File: src/rtl/pet_io_arbiter_pkg.sv
// ============================================================================
// Module      : pet_io_pkg
// Description : Shared types and constants for the PET I/O window arbiter.
// Revision    : 1.0
// ============================================================================
`default_nettype none

package pet_io_pkg;

    localparam int IO_AW  = 8;
    localparam int IO_DW  = 8;
    localparam int WAIT_W = 4;

    localparam logic [WAIT_W-1:0] WAIT_SAT = {WAIT_W{1'b1}};

    typedef enum logic [0:0] {
        ST_IDLE    = 1'b0,
        ST_HOST_RD = 1'b1
    } state_t;

endpackage

`default_nettype wire

File: src/rtl/pet_io_arbiter_if.sv
// ============================================================================
// Module      : pet_io_arbiter_if
// Description : CPU, host and I/O-block signal bundle around the arbiter.
// Revision    : 1.0
// ============================================================================
`default_nettype none

interface pet_io_arbiter_if;
    import pet_io_pkg::*;

    logic             cpu_cs;
    logic             cpu_we;
    logic [IO_AW-1:0] cpu_addr;
    logic [IO_DW-1:0] cpu_wdata;
    logic [IO_DW-1:0] cpu_rdata;
    logic             cpu_rdy;

    logic             host_req;
    logic             host_we;
    logic [IO_AW-1:0] host_addr;
    logic [IO_DW-1:0] host_wdata;
    logic             host_ack;
    logic [IO_DW-1:0] host_rdata;

    logic             io_cs;
    logic             io_we;
    logic [IO_AW-1:0] io_addr;
    logic [IO_DW-1:0] io_wdata;
    logic [IO_DW-1:0] io_rdata;

    modport slave (
        input  cpu_cs, cpu_we, cpu_addr, cpu_wdata,
        output cpu_rdata, cpu_rdy,
        input  host_req, host_we, host_addr, host_wdata,
        output host_ack, host_rdata,
        output io_cs, io_we, io_addr, io_wdata,
        input  io_rdata
    );

    modport master (
        output cpu_cs, cpu_we, cpu_addr, cpu_wdata,
        input  cpu_rdata, cpu_rdy,
        output host_req, host_we, host_addr, host_wdata,
        input  host_ack, host_rdata,
        input  io_cs, io_we, io_addr, io_wdata,
        output io_rdata
    );

endinterface

`default_nettype wire

File: src/rtl/pet_io_arbiter_starve_cnt.sv
// ============================================================================
// Module      : pet_io_starve_cnt
// Description : Saturating count of denied host slots with starvation compare.
// Revision    : 1.0
// ============================================================================
`default_nettype none

module pet_io_starve_cnt
    import pet_io_pkg::*;
#(
    parameter int MAX_WAIT = 4
) (
    input  wire logic clk,
    input  wire logic reset_n,
    input  wire logic i_inc,
    input  wire logic i_clr,
    output logic      o_starve
);

    localparam logic [WAIT_W-1:0] C_MAX_WAIT = WAIT_W'(MAX_WAIT);

    logic [WAIT_W-1:0] r_cnt;

    always_ff @(posedge clk) begin
        if (!reset_n) begin
            r_cnt <= '0;
        end else if (i_clr) begin
            r_cnt <= '0;
        end else if (i_inc && (r_cnt != WAIT_SAT)) begin
            r_cnt <= r_cnt + 1'b1;
        end
    end

    // MAX_WAIT of zero makes this permanently true: host wins every eligible slot.
    assign o_starve = (r_cnt >= C_MAX_WAIT);

endmodule

`default_nettype wire

File: src/rtl/pet_io_arbiter.sv
// ============================================================================
// Module      : pet_io_arbiter
// Description : Shares the PET I/O register window between CPU and host master.
// Revision    : 1.0
// ============================================================================
`default_nettype none

module pet_io_arbiter
    import pet_io_pkg::*;
#(
    parameter int MAX_WAIT = 4
) (
    input  wire logic        clk,
    input  wire logic        reset_n,
    input  wire logic        ce,
    pet_io_arbiter_if.slave  bus
);

    state_t           r_state;
    state_t           w_state_nxt;
    logic             r_host_ack;
    logic             w_host_ack_nxt;
    logic [IO_DW-1:0] r_host_rdata;
    logic [IO_DW-1:0] w_host_rdata_nxt;

    logic             w_starve;
    logic             w_eligible;
    logic             w_sel_host;
    logic             w_cnt_inc;
    logic             w_cnt_clr;

    // Reset gating keeps the window on the CPU mux while reset_n is low.
    assign w_eligible = reset_n & ce & bus.host_req & (r_state == ST_IDLE) & ~r_host_ack;
    assign w_sel_host = w_eligible & (~bus.cpu_cs | w_starve);
    assign w_cnt_inc  = w_eligible & ~w_sel_host;
    assign w_cnt_clr  = w_sel_host | ~bus.host_req;

    pet_io_starve_cnt #(
        .MAX_WAIT (MAX_WAIT)
    ) u_starve_cnt (
        .clk      (clk),
        .reset_n  (reset_n),
        .i_inc    (w_cnt_inc),
        .i_clr    (w_cnt_clr),
        .o_starve (w_starve)
    );

    always_ff @(posedge clk) begin
        if (!reset_n) begin
            r_state      <= ST_IDLE;
            r_host_ack   <= 1'b0;
            r_host_rdata <= '0;
        end else begin
            r_state      <= w_state_nxt;
            r_host_ack   <= w_host_ack_nxt;
            r_host_rdata <= w_host_rdata_nxt;
        end
    end

    always_comb begin
        w_state_nxt      = r_state;
        w_host_ack_nxt   = 1'b0;
        w_host_rdata_nxt = r_host_rdata;
        case (r_state)
            ST_IDLE: begin
                if (w_sel_host) begin
                    if (bus.host_we) begin
                        w_host_ack_nxt = 1'b1;
                    end else begin
                        w_state_nxt = ST_HOST_RD;
                    end
                end
            end
            ST_HOST_RD: begin
                // I/O block registers its read mux, so data is valid one clock after the slot.
                w_host_ack_nxt   = 1'b1;
                w_host_rdata_nxt = bus.io_rdata;
                w_state_nxt      = ST_IDLE;
            end
            default: begin
                w_state_nxt = ST_IDLE;
            end
        endcase
    end

    assign bus.io_cs      = w_sel_host ? 1'b1           : bus.cpu_cs;
    assign bus.io_we      = w_sel_host ? bus.host_we    : bus.cpu_we;
    assign bus.io_addr    = w_sel_host ? bus.host_addr  : bus.cpu_addr;
    assign bus.io_wdata   = w_sel_host ? bus.host_wdata : bus.cpu_wdata;

    assign bus.cpu_rdy    = ~(w_sel_host & bus.cpu_cs);
    assign bus.cpu_rdata  = bus.io_rdata;
    assign bus.host_ack   = r_host_ack;
    assign bus.host_rdata = r_host_rdata;

endmodule

`default_nettype wire

File: src/flat_wrapper.sv
// flat-port wrapper written by rule: the top's interface ports become plain ports
module pet_io_arbiter_flat import pet_io_pkg::*;
#(
    parameter int MAX_WAIT = 4
)
  (clk, reset_n, ce, bus_cpu_cs, bus_cpu_we, bus_cpu_addr, bus_cpu_wdata, bus_cpu_rdata, bus_cpu_rdy, bus_host_req, bus_host_we, bus_host_addr, bus_host_wdata, bus_host_ack, bus_host_rdata, bus_io_cs, bus_io_we, bus_io_addr, bus_io_wdata, bus_io_rdata);
  pet_io_arbiter_if bus_i ();
  input  wire logic clk;
  input  wire logic reset_n;
  input  wire logic ce;
  input wire logic [$bits(bus_i.cpu_cs)-1:0] bus_cpu_cs;
  input wire logic [$bits(bus_i.cpu_we)-1:0] bus_cpu_we;
  input wire logic [$bits(bus_i.cpu_addr)-1:0] bus_cpu_addr;
  input wire logic [$bits(bus_i.cpu_wdata)-1:0] bus_cpu_wdata;
  output wire logic [$bits(bus_i.cpu_rdata)-1:0] bus_cpu_rdata;
  output wire logic [$bits(bus_i.cpu_rdy)-1:0] bus_cpu_rdy;
  input wire logic [$bits(bus_i.host_req)-1:0] bus_host_req;
  input wire logic [$bits(bus_i.host_we)-1:0] bus_host_we;
  input wire logic [$bits(bus_i.host_addr)-1:0] bus_host_addr;
  input wire logic [$bits(bus_i.host_wdata)-1:0] bus_host_wdata;
  output wire logic [$bits(bus_i.host_ack)-1:0] bus_host_ack;
  output wire logic [$bits(bus_i.host_rdata)-1:0] bus_host_rdata;
  output wire logic [$bits(bus_i.io_cs)-1:0] bus_io_cs;
  output wire logic [$bits(bus_i.io_we)-1:0] bus_io_we;
  output wire logic [$bits(bus_i.io_addr)-1:0] bus_io_addr;
  output wire logic [$bits(bus_i.io_wdata)-1:0] bus_io_wdata;
  input wire logic [$bits(bus_i.io_rdata)-1:0] bus_io_rdata;
  assign bus_i.cpu_cs = bus_cpu_cs;
  assign bus_i.cpu_we = bus_cpu_we;
  assign bus_i.cpu_addr = bus_cpu_addr;
  assign bus_i.cpu_wdata = bus_cpu_wdata;
  assign bus_cpu_rdata = bus_i.cpu_rdata;
  assign bus_cpu_rdy = bus_i.cpu_rdy;
  assign bus_i.host_req = bus_host_req;
  assign bus_i.host_we = bus_host_we;
  assign bus_i.host_addr = bus_host_addr;
  assign bus_i.host_wdata = bus_host_wdata;
  assign bus_host_ack = bus_i.host_ack;
  assign bus_host_rdata = bus_i.host_rdata;
  assign bus_io_cs = bus_i.io_cs;
  assign bus_io_we = bus_i.io_we;
  assign bus_io_addr = bus_i.io_addr;
  assign bus_io_wdata = bus_i.io_wdata;
  assign bus_i.io_rdata = bus_io_rdata;
  pet_io_arbiter #(.MAX_WAIT(MAX_WAIT)) u_core (.clk(clk), .reset_n(reset_n), .ce(ce), .bus(bus_i));
endmodule
File: config.mk
export PLATFORM = sky130hd
export DESIGN_NAME = pet_io_arbiter_flat
export DESIGN_NICKNAME = d
export VERILOG_FILES = /design/src/rtl/pet_io_arbiter_pkg.sv /design/src/rtl/pet_io_arbiter_if.sv /design/src/rtl/pet_io_arbiter_starve_cnt.sv /design/src/rtl/pet_io_arbiter.sv /design/src/flat_wrapper.sv
export SDC_FILE = /design/constraint.sdc
export NUM_CORES = 1
export LEC_CHECK = 0
export BUFFER_PORTS_ARGS = -buffer_cell sky130_fd_sc_hd__buf_4
export CORE_AREA = 2 2 63 65
export DETAILED_ROUTE_END_ITERATION = 12
export DIE_AREA = 0 0 65 67
export PLACE_DENSITY = 0.6
export SYNTH_ARGS = -nofsm -noshare
export SYNTH_HDL_FRONTEND = slang
export SYNTH_HIERARCHICAL = 1
export SYNTH_SLANG_ARGS = --single-unit
File: constraint.sdc
create_clock -name clk -period 2.3 [get_ports clk]
set_input_delay 0.46 -clock clk [delete_from_list [all_inputs] [get_ports clk]]
set_output_delay 0.46 -clock clk [all_outputs]
set_load 0.005 [all_outputs]
# After elaboration in Yosys (flattened, before gate mapping)

Index checks and enable logic that the tools add are counted.

Register bits: 14
Input bits: 47
Logic and storage cells: 35

Add/sub/neg operators: 1
Magnitude comparators: 1
Equal/unequal tests: 1
Mux-type cells: 10
Bitwise logic cells: 16
Reduce and logical (&&, ||, !) cells: 2

Operator list:

| operator                                             | number |
|---|---|
| two-way mux 8 bit                                    | 2 |
| bitwise AND 1 bit                                    | 7 |
| NOT 1 bit                                            | 7 |
| two-way mux 1 bit                                    | 6 |
| adder 4 x 1 -> 4 bit (second input constant)         | 1 |
| >= comparator 4 x 3 -> 1 bit (second input constant) | 1 |
| inequality test 4 bit (second input constant)        | 1 |
| one-hot mux 1 bit (2 select lines)                   | 2 |
| OR 1 bit                                             | 2 |
| OR reduction 2 bit                                   | 1 |
| logical AND 1 bit                                    | 1 |

# Logic depth before layout (Yosys ltp)

Gate-level depths: netlist of the first run.

Depth in word-level cells: 8
Mapped depth: 7
Mapped depth without buffers: 6

# By module

The synthesis of the first run kept the hierarchy.

By module, submodules not included:

| module            | times used | cells an instance | area each (um2) | seq. area each (um2) |
|---|---|---|---|---|
| pet_io_arbiter    | 1          | 67                | 754.5           | 200.2 |
| pet_io_starve_cnt | 1          | 22                | 197.7           | 80.1 |

# Worst setup path before layout of the first run

OpenSTA, ideal clock, no wires.

Path kind: register -> output
Start: reg u_core.u_starve_cnt.r_cnt[2]
End: out bus_io_addr[5]
Arrival time: 1.557 ns
Setup slack: 0.283 ns
Cell stages (with the launch flop): 6
Path through: dfxtp_1 > or2_2 > and2b_1 > nor3_4 > buf_12 > mux2_4

Word-level cells in the longest chain between the ends: 4

Ends and longest elaborated chain:

| item                         | RTL line                        | source |
|---|---|---|
| from (decl)                  | pet_io_arbiter_starve_cnt.sv:22 | `logic [WAIT_W-1:0] r_cnt;` |
| from (signal assigned)       | pet_io_arbiter_starve_cnt.sv:30 | `r_cnt <= r_cnt + 1'b1;` |
| >= comparator 4 x 3 -> 1 bit | pet_io_arbiter_starve_cnt.sv:35 | `assign o_starve = (r_cnt >= C_MAX_WAIT);` |
| via u_core.w_starve          | pet_io_arbiter.sv:26            | `logic w_starve;` |
| OR 1 bit                     | pet_io_arbiter.sv:34            | `assign w_sel_host = w_eligible & (~bus.cpu_cs \| w_starve);` |
| bitwise AND 1 bit            | pet_io_arbiter.sv:34            |  |
| two-way mux 8 bit            | pet_io_arbiter.sv:88            | `assign bus.io_addr = w_sel_host ? bus.host_addr : bus.cpu_addr;` |
| to (decl)                    | flat_wrapper.sv:25              | `output wire logic [$bits(bus_i.io_addr)-1:0] bus_io_addr;` |

The timed path passes the listed nets, and every way through them passes these cells.

# Worst setup path in the final report of the first run

Start: reg u_core.u_starve_cnt.r_cnt[2]
End: out bus_io_wdata[7]

Word-level cells in the longest chain between the ends: 4

Ends and longest elaborated chain:

| item                         | RTL line                        | source |
|---|---|---|
| >= comparator 4 x 3 -> 1 bit | pet_io_arbiter_starve_cnt.sv:35 |  |
| via u_core.w_starve          | pet_io_arbiter.sv:26            |  |
| OR 1 bit                     | pet_io_arbiter.sv:34            |  |
| bitwise AND 1 bit            | pet_io_arbiter.sv:34            |  |
| two-way mux 8 bit            | pet_io_arbiter.sv:89            | `assign bus.io_wdata = w_sel_host ? bus.host_wdata : bus.cpu_wdata;` |
| to (decl)                    | flat_wrapper.sv:26              | `output wire logic [$bits(bus_i.io_wdata)-1:0] bus_io_wdata;` |

The timed path passes the listed nets, and every way through them passes these cells.

==> results.txt, run 1 <==
The number of ports placed on the die boundary is 83. Total power for the finished layout comes to 656 uW. The detailed router put a total of 945 um of wire on met1.

The worst clock skew is 0.00358 ns. The mean instance size in the synthesized netlist is 10.7 um^2. The final count of hold timing violations is 0. The post-route minimum period came out at 2.26 ns.

Buffers inserted during clock tree synthesis total 3. The number of clock sinks seen by CTS is 14. The final number of max-transition violations is 0. The placement row count is 22. The worst slew slack as a fraction of its limit came out at 83.2%. During synthesis, Yosys emitted a total of 6 warnings. After filler insertion, the fill cell instance count of the layout stands at 367.

The standard cell area after detailed placement is 0.00157 mm^2. TritonCTS built the clock tree. The sequential cells in the finished layout cover a total of 283 um^2.

The global routing usage summed across all routing layers is 11.6%. The weighted congestion at the end of routability-driven global placement came out at 0.714. The remaining routing DRC violations is 0. The leading cell type in the layout, fill and taps excluded is sky130_fd_sc_hd__buf_4. The arrival time at the worst endpoint came out at 1.80 ns. The via count of the first global-routing pass came out at 886. The register clock-pin slew on the reported worst setup and hold paths came out at 0.06 ns. The final net count is 218. The total standard cell area after synthesis came out at 952 um^2. The worst reg2reg path depth came out at 6. The multi-input combinational cell area came out at 572 um^2. Yosys mapped the design onto 31 distinct sky130hd cell types. For this design the static power due to leakage is 0.000764 uW. For this design the ratio of total power to cell area is 396 mW/mm^2.

The count of TritonRoute iterations in the first routing pass is 4. The total grt overflow is 0. The number of diodes added for antenna fixing is 0. No sink is reached through more buffers than the 2 on the longest clock path. The flow ran to the end, and the final reports show no timing, DRC or antenna violations. The sum of met2 wire segment lengths after detailed routing came out at 1450 um. The area added between synthesis and finish is 73.7%. The cell count after synthesis came out at 89. Data on the critical path is required at its endpoint by 1.84 ns. The clock insertion delay at the later pin of the skew report is 0.24 ns. After detailed routing, the met3 layer carries 274 um of wire. The post-route fraction of the period consumed by the critical path is 98.1%.

The startpoint-to-endpoint class of the critical path is flip-flop to primary output. The post-detailed-routing wire length is 2690 um. The clock root buffer master is sky130_fd_sc_hd__clkbuf_8. The tightest min-delay check is of the input pin to flip-flop type.

STA classifies the critical path endpoint as a primary output. The number of nets with antenna violations after routing is 0. At the pin with the least slew margin, the transition time is 0.248 ns.

The die outline width came out at 65 um. The max-cap check violation count is 0. The share of final-layout standard cells stronger than drive strength 1 is 69.2%.

The count of endpoints failing setup in the final report is 0. Setup repair after global routing could not meet its margin everywhere. The maximum vdd ir drop is 0.210 mV. STA classifies the critical path startpoint as a flip-flop. Static timing analysis puts the maximum clock frequency at 0.443 GHz. The count of hold buffers inserted by post-cts repair is 0.

The floorplan step defined a die boundary enclosing 0.00436 mm^2. The sequential share of the synthesized area came out at 29.4%. The first global-routing pass estimated 3980 um of wire. After routing the design area is 0.00165 mm^2. The area of the core is 0.00361 mm^2. From bottom edge to top edge, the die measures 67 um. The average detailed-routed wire length per instance came out at 12.4 um.

The total number of H-tree levels is 1. The half-perimeter wire length after detailed placement came out at 2300 um. The number of nets produced by synthesis is 137. The effective utilization at floorplan came out at 26.4%. In this run the worst path has a maximum fanout of 13. The highest metal layer carrying signal wires in the routed design is met4. The count of state elements after synthesis came out at 14. The number of antenna violations at the first check in global routing is 0. The largest net degree at the start of global routing came out at 14.

After detailed routing, the number of vias per cell comes to 4.33. The number of stages on the worst hold path came out at 2. The routed layout has 939 vias. The count of input and output buffers came out at 82.

In the layout the commonest cells are sky130_fd_sc_hd__buf_4, sky130_fd_sc_hd__dfxtp_1, sky130_fd_sc_hd__mux2_4. The iteration-0 DRC count of the detailed router is 22.
## cell type report
type / instances / share of cell area (%)
clock buffer: 4 / 3.33
inverter: 2 / 0.454
multi-input combinational: 62 / 34.6
sequential: 14 / 17.1
tap: 48 / 3.63
timing repair buffer: 87 / 40.9
## synthesized netlist by cell type, drive strengths merged
master	instances	share of area, %
nand2	1	0.39
or2	2	1.3
nand2b	3	2.0
and2b	1	0.79
mux2	17	24
nand3	1	0.53
and3	1	1.2
mux2i	8	8.4
o21ai	2	1.1
nor2b	8	5.3
and4b	1	1.2
or3	1	0.66
nor3	4	3.3
nor2	1	0.39
nor4	1	0.66
nand4	1	0.66
clkbuf	1	0.53
a21oi	3	1.6
buf	10	9.6
a211oi	1	0.79
inv	2	0.79
nor4b	1	0.92
ha	1	1.3
nand3b	2	2.9
o21a	1	0.79
dfxtp	14	29
## critical path: stages (launching register included)
cell and delay [ns]:
sky130_fd_sc_hd__dfxtp_2 0.34, sky130_fd_sc_hd__or2_4 0.13, sky130_fd_sc_hd__and2b_2 0.24, sky130_fd_sc_hd__nor3_4 0.19, sky130_fd_sc_hd__buf_12 0.18, sky130_fd_sc_hd__mux2_2 0.34
sky130_fd_sc_hd__buf_4 0.14
## logic make-up (layout without fill, tap and decap cells)
kind of cell               count (synthesis)  in the layout  synth area share (%)
DFF                                       14             14                  29.4
muxes                                     25             25                  32.1
adders and majority gates                  1              1                  1.31
AOI/OAI and AO/OA                          7              7                  4.21
and+or+nand+nor                           29             29                  22.1
buffers and inverters                     13             93                  10.9
## path summary, 6_finish.rpt
check / start / end / slack (ns)
setup reg to reg: u_core/u_starve_cnt/r_cnt[2] / u_core/u_starve_cnt/r_cnt[0] / 0.62
hold reg to reg: u_core/u_starve_cnt/r_cnt[3] / u_core/u_starve_cnt/r_cnt[3] / 0.50
setup / recovery: u_core/u_starve_cnt/r_cnt[2] / bus_io_wdata[7] / 0.04
hold / removal: bus_host_we / u_core/r_state / 0.41
## registers in the layout, summed over array words and instances, names as in the netlist
signal and flops:
u_core/u_starve_cnt/r_cnt 4, u_core/bus.host_ack 1, u_core/r_state 1, u_core/bus.host_rdata 8
## per-layer routing
| layer | GRT usage [%] | up-vias |
|---|---|---|
| met5 | 0 | - |
| met4 | 3.99 | 0 |
| met3 | 3.04 | 2 |
| met2 | 21.6 | 40 |
| met1 | 12.6 | 427 |
| li1 | - | 470 |
## power breakdown
part	total [uW]	internal, uW	switching [uW]
Clock	235	151	83.4
Combinational	174	121	53.3
Sequential	247	245	1.39
## what timing repair did
| action | CTS | global route |
|---|---|---|
| cloned | 0 | 0 |
| buffers inserted | 0 | 1 |
| pin swaps | 1 | 0 |
| gates resized for setup | 1 | 6 |
| endpoints found under the hold margin | 0 | 0 |
| endpoints found under the setup margin | 17 | 17 |
## through the flow
step | util (%) | hold slack, ns | setup WS, ns | instances | TNS, ns
CTS | 45.2 | 0.408 | 0.00319 | 216 | 0
global placement | 43.7 | 0.480 | 0.210 | 212 | 0
detailed placement | 43.7 | 0.503 | 0.173 | 212 | 0
finish | 45.9 | 0.409 | 0.0441 | 217 | 0
floorplan | - | 0.471 | 0.283 | 89 | 0
global route | 45.9 | 0.413 | -0.0583 | 217 | -0.412
Note: power is estimated with default switching activity, not from simulation.
==> inputs of run 2 (changes only) <==
--- a/config.mk
+++ b/config.mk
@@ -10,6 +10,7 @@
 export DETAILED_ROUTE_END_ITERATION = 12
 export DIE_AREA = 0 0 65 67
 export PLACE_DENSITY = 0.6
+export RECOVER_POWER = 50
 export SYNTH_ARGS = -nofsm -noshare
 export SYNTH_HDL_FRONTEND = slang
 export SYNTH_HIERARCHICAL = 1
==> run 2 against run 1 <==
  * Utilization shrank 0.10 points
  * Global-route usage is the same
  * Final cell count is the same
  * Via count grew 0.43%
  * Fmax is essentially flat
  * Sequential cell count is the same
  * Clock power is essentially flat
  * Die area is the same
  * Critical endpoint unchanged
  * Largest power group unchanged
  * Highest routed layer unchanged
==> results.txt, run 2 (synthesis results as in run 1) <==
Outcome: finished clean (unchanged). The weighted congestion at the end of routability-driven global placement came to 0.714 (unchanged). The worst setup path startpoint is u_core/u_starve_cnt/r_cnt[2] (unchanged). The worst hold slack across all endpoints is 0.410 ns (was 0.409 ns).

The effective utilization at floorplan came to 26.4% (unchanged). The post-route minimum period came to 2.26 ns (about the same). The startpoint-to-endpoint class of the critical path is flip-flop to primary output (unchanged). The clock insertion delay at the later pin of the skew report came out at 0.24 ns (about the same). The total leakage power is 0.000756 uW (was 0.000764 uW). The area of the core is 0.00361 mm^2 (unchanged). The count of endpoints failing setup in the final report is 0 (unchanged). The maximum buffer depth of the clock tree is 2 (unchanged).

The half-perimeter wire length after detailed placement is 2300 um (unchanged). The area added between synthesis and finish is 73.3% (was 73.7%). The arrival time at the worst endpoint came out at 1.80 ns (about the same). The total power draw is 655 uW (was 656 uW). The multi-input combinational cell area came out at 572 um^2 (unchanged). Setup repair after global routing missed its margin: yes (unchanged). The element type at the critical path end is a primary output (unchanged). The iteration-0 DRC count of the detailed router came out at 20 (was 22). The total grt overflow is 0 (unchanged). The worst clock skew came out at 0.00362 ns (was 0.00358 ns). The beginning of the worst register-to-register path is u_core/u_starve_cnt/r_cnt[2] (unchanged).

The post-detailed-routing wire length came out at 2670 um (was 2690 um). The register clock-pin slew on the reported worst setup and hold paths came to 0.06 ns (about the same). The required time reported for the critical path endpoint came out at 1.84 ns (about the same). The kind of cell with the highest combined delay on the critical path is simple AND/OR/NAND/NOR gates (unchanged).

The detail-routed via count per cell came out at 4.35 (was 4.33). The max-cap check violation count is 0 (unchanged). The placement row count came out at 22 (unchanged).

The share of final-layout standard cells stronger than drive strength 1 came to 68.6% (was 69.2%). The wire length of the first global-routing pass is 3980 um (unchanged). The post-route fraction of the period consumed by the critical path came out at 98.1% (about the same). The number of buffer and inverter instances along the worst setup path was 2 (unchanged).

The final number of max-transition violations came out at 0 (unchanged). The via count of the first global-routing pass is 886 (unchanged). The count of input and output buffers is 82 (unchanged). The fmax is 0.443 GHz (about the same). The maximum vdd ir drop was 0.210 mV (about the same). The count of hold buffers inserted by post-cts repair is 0 (unchanged). The average detailed-routed wire length per instance was 12.3 um (was 12.4 um). The total number of H-tree levels is 1 (unchanged). The number of ports placed on the die boundary came out at 83 (unchanged). The final net count came out at 218 (unchanged). Most frequent cells in the layout: sky130_fd_sc_hd__buf_4, sky130_fd_sc_hd__dfxtp_1, sky130_fd_sc_hd__clkbuf_4, sky130_fd_sc_hd__mux2_4 (was sky130_fd_sc_hd__buf_4, sky130_fd_sc_hd__dfxtp_1, sky130_fd_sc_hd__mux2_4). The critical-path maximum fanout came to 13 (unchanged). The slew at the pin closest to its max-slew limit came out at 0.586 ns (was 0.248 ns). The final count of hold timing violations is 0 (unchanged). The number of clock sinks seen by CTS came out at 14 (unchanged). The flip-flop count of the largest register, all copies and words added is 8 (unchanged).

The die outline area is 0.00436 mm^2 (unchanged). The remaining routing DRC violations came out at 0 (unchanged). The die boundary height was 67 um (unchanged). The count of TritonRoute iterations in the first routing pass is 4 (unchanged).

The area taken by flip-flops and latches is 283 um^2 (unchanged). The number of antenna violations at the first check in global routing was 0 (unchanged). The start point of the worst min-delay path is bus_host_we (unchanged). The worst stage delay on the critical path is 0.34 ns (about the same). The via total after detailed routing was 943 (was 939).

The worst slew slack as a fraction of its limit was 60.9% (was 83.2%). The total negative slack for setup checks is 0 ns (unchanged). Cell Chain, Critical Path: or2_4 -> and2b_2 -> nor3_4 -> buf_12 -> mux2_2 -> buf_4 (unchanged). The slowest library cell on the worst path is sky130_fd_sc_hd__dfxtp_2 (unchanged). The die outline width was 65 um (unchanged).

The leading cell type in the layout, fill and taps excluded is sky130_fd_sc_hd__buf_4 (unchanged). The type of element launching the critical path is a flip-flop (unchanged). The largest net degree at the start of global routing is 14 (unchanged). The count of filler cells inserted in the layout was 369 (was 367). The number of diodes added for antenna fixing came to 0 (unchanged). The type of the tightest min-delay check is input pin to flip-flop (unchanged). The clock root buffer master was sky130_fd_sc_hd__clkbuf_8 (unchanged). The utilization after layout came out at 45.8% (was 45.9%).

The global routing usage summed across all routing layers was 11.6% (unchanged). The number of buffers created by CTS is 3 (unchanged). The power density of the placed cells is 397 mW/mm^2 (was 396 mW/mm^2).

The CTS tree was done (unchanged). The number of nets with antenna violations after routing came out at 0 (unchanged).
-- run 2: changes by cell type in the layout (fill, tap and decap cells not counted), sizes merged --
| cell | before | now |
|---|---|---|
| buf | 87 | 76 |
| clkbuf | 4 | 15 |
-- run 2: per-stage QoR --
stage               setup slack, ns  std cells  area (um^2)
finish                       0.0441        217         1650
global route                -0.0583        217         1650
CTS                         0.00319        216         1630
detailed placement            0.173        212         1570
global placement              0.210        212         1570
floorplan                     0.283         89          952
-- run 2: repair_timing --
action	in CTS	in global routing
gates resized for setup	1	6
pin swaps	1	0
endpoints found under the setup margin	17	17
cloned	0	0
setup buffers	0	1
-- run 2: cell type report --
| cell class | count | share of cell area [%] |
|---|---|---|
| Clock buffer | 4 | 3.34 |
| Timing Repair Buffer | 87 | 40.8 |
| Inverter | 2 | 0.455 |
| Tap cell | 48 | 3.64 |
| Multi-Input combinational cell | 62 | 34.6 |
| Sequential cell | 14 | 17.1 |
-- run 2: path summary, 6_finish.rpt --
kind,endpoint,slack [ns],cells past startpoint
max,bus_io_wdata[7],0.04,6
min,u_core/r_state,0.41,2
max reg2reg,u_core/u_starve_cnt/r_cnt[0],0.62,6
min reg2reg,u_core/u_starve_cnt/r_cnt[3],0.50,2
-- run 2: layer usage --
metal | vias up | wire length, um | global-route usage [%]
li1 | 472 | - | -
met1 | 429 | 937 | 12.6
met2 | 40 | 1440 | 21.6
met3 | 2 | 273 | 3.04
met4 | 0 | 19 | 3.99
met5 | - | 0 | 0
-- run 2: power breakdown --
| part | switching [uW] | internal [uW] | leakage, uW |
|---|---|---|---|
| combinational | 53.0 | 120 | 0.000613 |
| sequential | 1.35 | 245 | 0.000114 |
| clock | 83.4 | 151 | 0.0000288 |
| total | 138 | 517 | 0.000756 |
